[config.mk]
export PLATFORM = sky130hd
export DESIGN_NAME = moore_ring_bank
export DESIGN_NICKNAME = d
export VERILOG_FILES = /design/src/rtl/moore_ring_bank_pkg.sv /design/src/rtl/moore_ring_bank_cell.sv /design/src/rtl/moore_ring_bank.sv
export SDC_FILE = /design/constraint.sdc
export NUM_CORES = 1
export LEC_CHECK = 0
export ABC_CLOCK_PERIOD_IN_PS = 2350
export CORE_ASPECT_RATIO = 2
export CORE_MARGIN = 2
export CORE_UTILIZATION = 37
export CTS_CLUSTER_DIAMETER = 30
export DETAILED_ROUTE_END_ITERATION = 8
export PLACE_DENSITY = 0.67
export SLEW_MARGIN = 40
export SYNTH_ARGS = -nofsm -noshare
export SYNTH_HDL_FRONTEND = slang
export SYNTH_SLANG_ARGS = --single-unit
export TNS_END_PERCENT = 100
[constraint.sdc]
create_clock -name clk -period 2.35 [get_ports clk]
set_clock_uncertainty 0.05 [all_clocks]
set_input_delay 0.705 -clock clk [delete_from_list [all_inputs] [get_ports clk]]
set_output_delay 0.705 -clock clk [all_outputs]
set_load 0.01 [all_outputs]
[src/rtl/moore_ring_bank_pkg.sv]
// Shared encodings for the armed Moore ring bank: per-channel command and step direction.
package moore_pkg;

   localparam logic [1:0] CMD_HOLD   = 2'b00;
   localparam logic [1:0] CMD_STEP   = 2'b01;
   localparam logic [1:0] CMD_ARM    = 2'b10;
   localparam logic [1:0] CMD_DISARM = 2'b11;

   localparam logic DIR_UP = 1'b0;

endpackage

[src/rtl/moore_ring_bank_cell.sv]
// Single-channel armed Moore ring: NSTATES-state modulo counter stepped by a 2-bit
// command, with registered Moore output, armed flag and one-cycle wrap pulse.
module moore_ring_cell
   import moore_pkg::*;
#(
   parameter int                   NSTATES  = 4,
   parameter logic [NSTATES-1:0]   OUT_MASK = 4'b1010,
   localparam int                  SW       = $clog2(NSTATES)
) (
   input  logic          clk,
   input  logic          reset,
   input  logic          en,
   input  logic [1:0]    cmd,
   input  logic          dir,
   output logic [SW-1:0] state,
   output logic          armed,
   output logic          out,
   output logic          wrap
);

   localparam logic [SW-1:0] LAST_STATE = SW'(NSTATES - 1);
   localparam logic [SW-1:0] ZERO_STATE = {SW{1'b0}};
   localparam logic [SW-1:0] ONE_STATE  = SW'(1);

   if (OUT_MASK[0] != 1'b0) begin : g_bad_mask
      $error("moore_ring_cell: OUT_MASK bit 0 must be 0 so the reset state drives out low");
   end

   // Moore decode by loop so any SW/NSTATES combination indexes the mask safely.
   function automatic logic mask_bit(input logic [SW-1:0] s);
      logic b;
      b = 1'b0;
      for (int k = 0; k < NSTATES; k++) begin
         if (32'(s) == 32'(k)) begin
            b = OUT_MASK[k];
         end else begin
            b = b;
         end
      end
      return b;
   endfunction

   logic [SW-1:0] state_r, state_nxt_s;
   logic          armed_r, armed_nxt_s;
   logic          out_r, wrap_r, wrap_nxt_s;
   logic          state_legal_s;

   assign state_legal_s = (32'(state_r) < 32'(NSTATES));

   // State register: synchronous active-low reset, out registered alongside state.
   always_ff @(posedge clk) begin
      if (!reset) begin
         state_r <= ZERO_STATE;
         armed_r <= 1'b0;
         out_r   <= 1'b0;
         wrap_r  <= 1'b0;
      end else begin
         state_r <= state_nxt_s;
         armed_r <= armed_nxt_s;
         out_r   <= mask_bit(state_nxt_s);
         wrap_r  <= wrap_nxt_s;
      end
   end

   // Next-state decode; an unreachable code is forced back to state 0 on any edge.
   always_comb begin
      state_nxt_s = state_r;
      armed_nxt_s = armed_r;
      wrap_nxt_s  = 1'b0;
      if (en) begin
         case (cmd)
            CMD_ARM: begin
               armed_nxt_s = 1'b1;
               state_nxt_s = ZERO_STATE;
            end
            CMD_DISARM: begin
               armed_nxt_s = 1'b0;
               state_nxt_s = ZERO_STATE;
            end
            CMD_STEP: begin
               if (!armed_r) begin
                  state_nxt_s = state_r;
               end else if (dir == DIR_UP) begin
                  if (state_r == LAST_STATE) begin
                     state_nxt_s = ZERO_STATE;
                     wrap_nxt_s  = 1'b1;
                  end else begin
                     state_nxt_s = state_r + ONE_STATE;
                  end
               end else begin
                  if (state_r == ZERO_STATE) begin
                     state_nxt_s = LAST_STATE;
                     wrap_nxt_s  = 1'b1;
                  end else begin
                     state_nxt_s = state_r - ONE_STATE;
                  end
               end
            end
            CMD_HOLD: begin
               state_nxt_s = state_r;
            end
            default: begin
               state_nxt_s = state_r;
            end
         endcase
      end else begin
         state_nxt_s = state_r;
      end
      if (!state_legal_s) begin
         state_nxt_s = ZERO_STATE;
         wrap_nxt_s  = 1'b0;
      end else begin
         wrap_nxt_s  = wrap_nxt_s;
      end
   end

   // Output drive straight from registers.
   always_comb begin
      state = state_r;
      armed = armed_r;
      out   = out_r;
      wrap  = wrap_r;
   end

endmodule

[src/rtl/moore_ring_bank.sv]
// Bank of CH independent armed Moore ring cells with packed per-channel buses.
module moore_ring_bank
   import moore_pkg::*;
#(
   parameter int                 CH       = 4,
   parameter int                 NSTATES  = 4,
   parameter logic [NSTATES-1:0] OUT_MASK = 4'b1010,
   localparam int                SW       = $clog2(NSTATES)
) (
   input  logic             clk,
   input  logic             reset,
   input  logic             en,
   input  logic [2*CH-1:0]  cmd,
   input  logic [CH-1:0]    dir,
   output logic [SW*CH-1:0] state_o,
   output logic [CH-1:0]    armed_o,
   output logic [CH-1:0]    out,
   output logic [CH-1:0]    wrap_o
);

   for (genvar i = 0; i < CH; i++) begin : g_ch
      moore_ring_cell #(
         .NSTATES  (NSTATES),
         .OUT_MASK (OUT_MASK)
      ) u_cell (
         .clk   (clk),
         .reset (reset),
         .en    (en),
         .cmd   (cmd[2*i+1:2*i]),
         .dir   (dir[i]),
         .state (state_o[SW*i+SW-1:SW*i]),
         .armed (armed_o[i]),
         .out   (out[i]),
         .wrap  (wrap_o[i])
      );
   end

endmodule
==> reports/results.ini, run 1 <==
[logic_synthesis]
synth_nets=135
synth-seq-area-share_pct=36.80
netlist_area_um2=1033
synth.avg_cell_area_um2=9.228
synth_warnings=0
ys_seq_elements=19
ys_types=34
synth_edf_count=0
async_flop_share_pct=0
synth_ff_type=dfxtp_1
syn-instance-count=112

[worst_setup_path]
r2r_start=g_ch[2].u_cell.state[0]
start_kind=input pin
slowest_stage=clkdlybuf4s50_1
required_ns=2.48
crit_family=buffers and inverters
critical_path_cell_count=4
criticalPathCategory=input pin to register
worstPathCellList=clkdlybuf4s50_1, nand2_1, nor3_1, a21boi_0
end_kind=register
reg2regPathDepth=5
reg2reg_setup_slack_ns=0.86
timing.rr.end=g_ch[2].u_cell.state[1]
max_stage_delay_ns=0.67
cp.arrival_ns=2.16
cp_max_fo=10
critPathBufInv=1

[sta]
setup_viol=0
fin_crit_ns=2.032
fin_tns_setup_ns=0
rsz0062_at_grt=false
min_period_over_period_pct=86.45
maxSlewViolCount=0
timing.final.ws_setup_ns=0.3184
hold_viol=0
worst_pin_slew_ns=0.3933
relSlewSlack_pct=73.58
fmax_mhz=492.2

[global_route]
grt_start_max_net_pins=11
grt_pass1_vias=823
grt.total_usage_pct=15.37
grt.overflow.total=0
antenna_found_initial=0
grt_pass1_wl_um=3581

[power]
power_density_nw_per_um2=480.2
intPower_mw=0.5029
clkPwrFrac_pct=33.7
power.share.combinational_pct=14.6
seqPwrFrac_pct=51.7
p_sw_mw=0.1502
p_leak_nw=0.5137
ir_worst_vdd_mv=0.3232
switching_share_pct=23.00
power_mw=0.6531

[cts]
root_buffer=clkbuf_8
cts.repair.resized=0
cts.sinks=19
cts_tree=yes
cts_hold_buf=0
post-cts-setup-buffers=0
cts_buffers=3
htreeDepth=1
cts_buffer_depth=2
worst_skew_pair.late_latency_ns=0.25
clk_pin_slew_worst_paths_ns=0.07

[drt]
dr.pass1.iters=4
routed_wl_um=2073
drc=0
postRouteAntennaNets=0
dr_total_vias=872
vias_per_cell=5.253
wire_per_inst_um=12.49
detailedRoute.firstIterationViolations=16

[floorplanning]
core_area_um2=2703
die_area_um2=3257
die_w_um=41.37
rows=27
die_h_um=78.74
num_io_pins=35
start_util_pct=38.24

[cells_and_area]
fin_area_um2=1360
nNetsFinal=161
antenna_cells=0
drive_above_1_share_pct=7.299
area_growth_pct=31.60
fill_cells=270
fin_cells=166

[hold_path]
min_from=g_ch[2].u_cell.state[1]
hold_path.class=register to register
holdPathEnd=g_ch[2].u_cell.state[1]
min_path_cells=2

[run_status]
status=finished clean

[placed_design]
gp_congestion=0.6734
dpl-instance-area_um2=1315
hpwlAfterDp_um=1652
dp_cells=162
numPortBuffers=34
place_ws_ns=0.04700

[flow_run]
max_cap_viol_count=0

-- layer usage --
layer / GRT usage, % / share of wire, % / vias to the layer above
met5: 0 / 0 / -
met4: 7.419 / 1.2 / 0
met3: 2.793 / 4.5 / 2
met2: 24.38 / 56 / 20
met1: 18.72 / 38 / 407
li1: - / - / 443
-- how the worst max path moves through the flow --
stage / from / endpoint
3_3_place_gp: en / g_ch[0].u_cell.wrap
5_1_grt: en / g_ch[0].u_cell.wrap
3_5_place_dp: en / g_ch[0].u_cell.wrap
4_1_cts: en / g_ch[0].u_cell.wrap
6_report: en / g_ch[0].u_cell.wrap
2_1_floorplan: reset / g_ch[2].u_cell.out
-- synth_stat cells, drive strengths merged, types with 2 or more instances --
| cell | count | area share, % |
|---|---|---|
| buf | 15 | 11 |
| o32ai | 2 | 1.7 |
| a31o | 3 | 2.5 |
| a311oi | 4 | 3.4 |
| a21boi | 2 | 1.5 |
| a21oi | 8 | 3.9 |
| dfxtp | 19 | 37 |
| xnor2 | 2 | 1.7 |
| xor2 | 2 | 1.7 |
| nand2 | 6 | 2.2 |
| nor3 | 3 | 1.5 |
| inv | 9 | 3.3 |
| o21ai | 3 | 1.5 |
| a32o | 4 | 3.9 |
| nor2 | 5 | 1.8 |
| mux2i | 2 | 1.9 |
| ha | 8 | 9.7 |
-- stage by stage --
stage | hold WS (ns) | util (%)
floorplan | 0.4536 | -
global placement | 0.4660 | 48.66
detailed placement | 0.4770 | 48.66
CTS | 0.4864 | 50.32
global route | 0.5197 | 50.32
finish | 0.4819 | 50.32
-- power by group through the flow --
stage	registers [mW]	logic [mW]	clock network (mW)
5_1_grt	0.339	0.105	0.247
3_3_place_gp	0.344	0.0933	0
4_1_cts	0.337	0.0959	0.229
6_report	0.338	0.0951	0.220
3_5_place_dp	0.344	0.0952	0
2_1_floorplan	0.343	0.0482	0
-- worst min-delay path, cell delays in order, from the launching register on --
cell	delay, ns
dfxtp_1	0.33
inv_1	0.07
a2111oi_0	0.08
-- cells in the final DEF, fill, tap and decap left out, types with 2 or more instances in the layout --
cell type | synthesis | routed
o32ai_1 | 2 | 2
xor2_1 | 2 | 2
a31o_2 | 3 | 3
dfxtp_1 | 19 | 19
clkbuf_8 | 0 | 3
a21oi_1 | 8 | 8
ha_1 | 8 | 8
o21ai_0 | 3 | 3
a311oi_1 | 4 | 4
nand2_1 | 6 | 6
mux2i_1 | 2 | 2
buf_4 | 14 | 2
nor3_1 | 3 | 3
xnor2_1 | 2 | 2
nor2_1 | 5 | 5
inv_1 | 8 | 8
a21boi_0 | 2 | 2
clkdlybuf4s50_1 | 0 | 34
a32o_1 | 4 | 4
-- cell type report --
cell class / instances / area [µm²] / share of cell area (%)
well taps: 29 / 36.28 / 2.668
clock buffers: 4 / 45.04 / 3.312
multi-input cells: 68 / 505.5 / 37.17
flip-flops and latches: 19 / 380.4 / 27.97
inverters: 10 / 37.54 / 2.760
repair buffers: 36 / 355.3 / 26.13
-- kinds of logic after synthesis --
| group | after synthesis | share of synthesized area (%) |
|---|---|---|
| AO/OA/AOI/OAI | 30 | 21.31 |
| buffers and inverters | 25 | 14.28 |
| AND/OR/NAND/NOR | 23 | 11.50 |
| flip-flops | 19 | 36.80 |
| adder cells (fa/ha/maj) | 8 | 9.686 |
| XOR/XNOR | 4 | 3.390 |
| multiplexers | 3 | 3.027 |
(Power assumes the default switching activity.)
==> inputs of run 2 (changes only) <==
--- a/config.mk
+++ b/config.mk
@@ -7,12 +7,10 @@
 export LEC_CHECK = 0
 export ABC_CLOCK_PERIOD_IN_PS = 2350
 export CORE_ASPECT_RATIO = 2
-export CORE_MARGIN = 2
 export CORE_UTILIZATION = 37
 export CTS_CLUSTER_DIAMETER = 30
 export DETAILED_ROUTE_END_ITERATION = 8
-export PLACE_DENSITY = 0.67
-export SLEW_MARGIN = 40
+export PLACE_DENSITY = 0.75
 export SYNTH_ARGS = -nofsm -noshare
 export SYNTH_HDL_FRONTEND = slang
 export SYNTH_SLANG_ARGS = --single-unit
==> run 2 against run 1 <==
Against the previous run: final cell count did not move; critical endpoint is now armed_o[1]; setup slack improved by 0.018 ns; maximum frequency up 0.89%; design area rose by 0.46%; critical path depth fell by 3.
==> reports/results.ini, run 2 (synthesis gave the netlist of run 1 again) <==
[run_status]
status=finished clean

[cells_and_area]
drive_above_1_share_pct=7.971
final_util_pct=52.50
fin_area_um2=1366
nNetsFinal=162
layout_commonest_cell=clkdlybuf4s50_1
mostFrequentLayoutCells=clkdlybuf4s50_1, dfxtp_1, inv_1, a21oi_1, ha_1
antenna_cells=0
fin_cells=166
area_growth_pct=32.20

[floorplanning]
start_util_pct=39.71
die_w_um=39.37
rows=26
die_area_um2=3021
num_io_pins=35
die_h_um=76.74
core_area_um2=2603

[hold_path]
hold_path.class=register to register

[global_route]
grt.total_usage_pct=17.34
grt_pass1_wl_um=3774
antenna_found_initial=0
grt_pass1_vias=922
grt_start_max_net_pins=11
grt.overflow.total=0

[sta]
hold_viol=0
timing.final.ws_setup_ns=0.3363
min_period_over_period_pct=85.69
fmax_mhz=496.6
relSlewSlack_pct=72.72
setup_viol=0
fin_tns_setup_ns=0
worst_pin_slew_ns=0.4061
rsz0062_at_grt=false
fin_crit_ns=2.014
hold_ws_ns=0.5002
maxSlewViolCount=0

[cts]
cts_buffer_depth=2
post-cts-setup-buffers=0
htreeDepth=1
cts_tree=yes
cts_hold_buf=0
clk_pin_slew_worst_paths_ns=0.07
cts.repair.resized=0
cts_buffers=3
cts.sinks=19
worst_skew_pair.late_latency_ns=0.26
root_buffer=clkbuf_8

[worst_setup_path]
cp.arrival_ns=1.26
start_kind=register
crit_family=buffers and inverters
criticalPathCategory=register to output pin
required_ns=1.59
end_kind=output pin
slowest_stage=clkdlybuf4s50_1
critPathBufInv=1
cp_max_fo=7
max_stage_delay_ns=0.57
worstPathCellList=clkdlybuf4s50_1

[drt]
drc=0
wire_per_inst_um=13.06
routed_wl_um=2168
detailedRoute.firstIterationViolations=10
dr.pass1.iters=4
postRouteAntennaNets=0
dr_total_vias=893
vias_per_cell=5.380

[placed_design]
hpwlAfterDp_um=1748
numPortBuffers=34
dpl-instance-area_um2=1321
place_ws_ns=0.1710
gp_congestion=0.7733
dp_cells=162

[power]
ir_worst_vdd_mv=0.2906
power_density_nw_per_um2=485.0
power_mw=0.6627
p_leak_nw=0.5185

[flow_run]
max_cap_viol_count=0

run 2: cell count changes in the layout (fill, tap and decap cells not counted):
| cell | before | now |
|---|---|---|
| buf_4 | 2 | 3 |
run 2: layer usage:
layer | global-route usage (%) | part of all wire, % | vias up
met1 | 17.15 | 36 | 421
met3 | 2.890 | 4.0 | 4
li1 | - | - | 444
met5 | 0 | 0 | -
met2 | 31.50 | 58 | 24
met4 | 8.276 | 2.2 | 0
run 2: area by class of cell:
| cell class | count | area [µm²] |
|---|---|---|
| clock buffers | 4 | 45.04 |
| fillers | 252 | 1236 |
| inverters | 10 | 37.54 |
| multi-input cells | 68 | 505.5 |
| flip-flops and latches | 19 | 380.4 |
| well taps | 28 | 35.03 |
| repair buffers | 37 | 362.8 |
run 2: path summary, 6_finish.rpt:
kind,slack (ns),cells past startpoint,from,end
max reg2reg,0.81,5,g_ch[2].u_cell.state[0],g_ch[2].u_cell.state[1]
min,0.50,2,register,register
max,0.34,1,g_ch[1].u_cell.armed,armed_o[1]
min reg2reg,0.50,2,register,register
run 2: report_power, final:
| group | total, mW | switching, mW | internal, mW |
|---|---|---|---|
| clock network | 0.228 | 0.107 | 0.121 |
| logic | 0.0977 | 0.0434 | 0.0544 |
| registers | 0.337 | 0.00770 | 0.329 |
| total | 0.663 | 0.158 | 0.504 |
==> inputs of run 3 (changes only) <==
--- a/config.mk
+++ b/config.mk
@@ -9,6 +9,7 @@
 export CORE_ASPECT_RATIO = 2
 export CORE_UTILIZATION = 37
 export CTS_CLUSTER_DIAMETER = 30
+export CTS_CLUSTER_SIZE = 28
 export DETAILED_ROUTE_END_ITERATION = 8
 export PLACE_DENSITY = 0.75
 export SYNTH_ARGS = -nofsm -noshare
==> results of run 3 <==
Same layout as run 2: the final DEF is identical, and so are final timing and power.
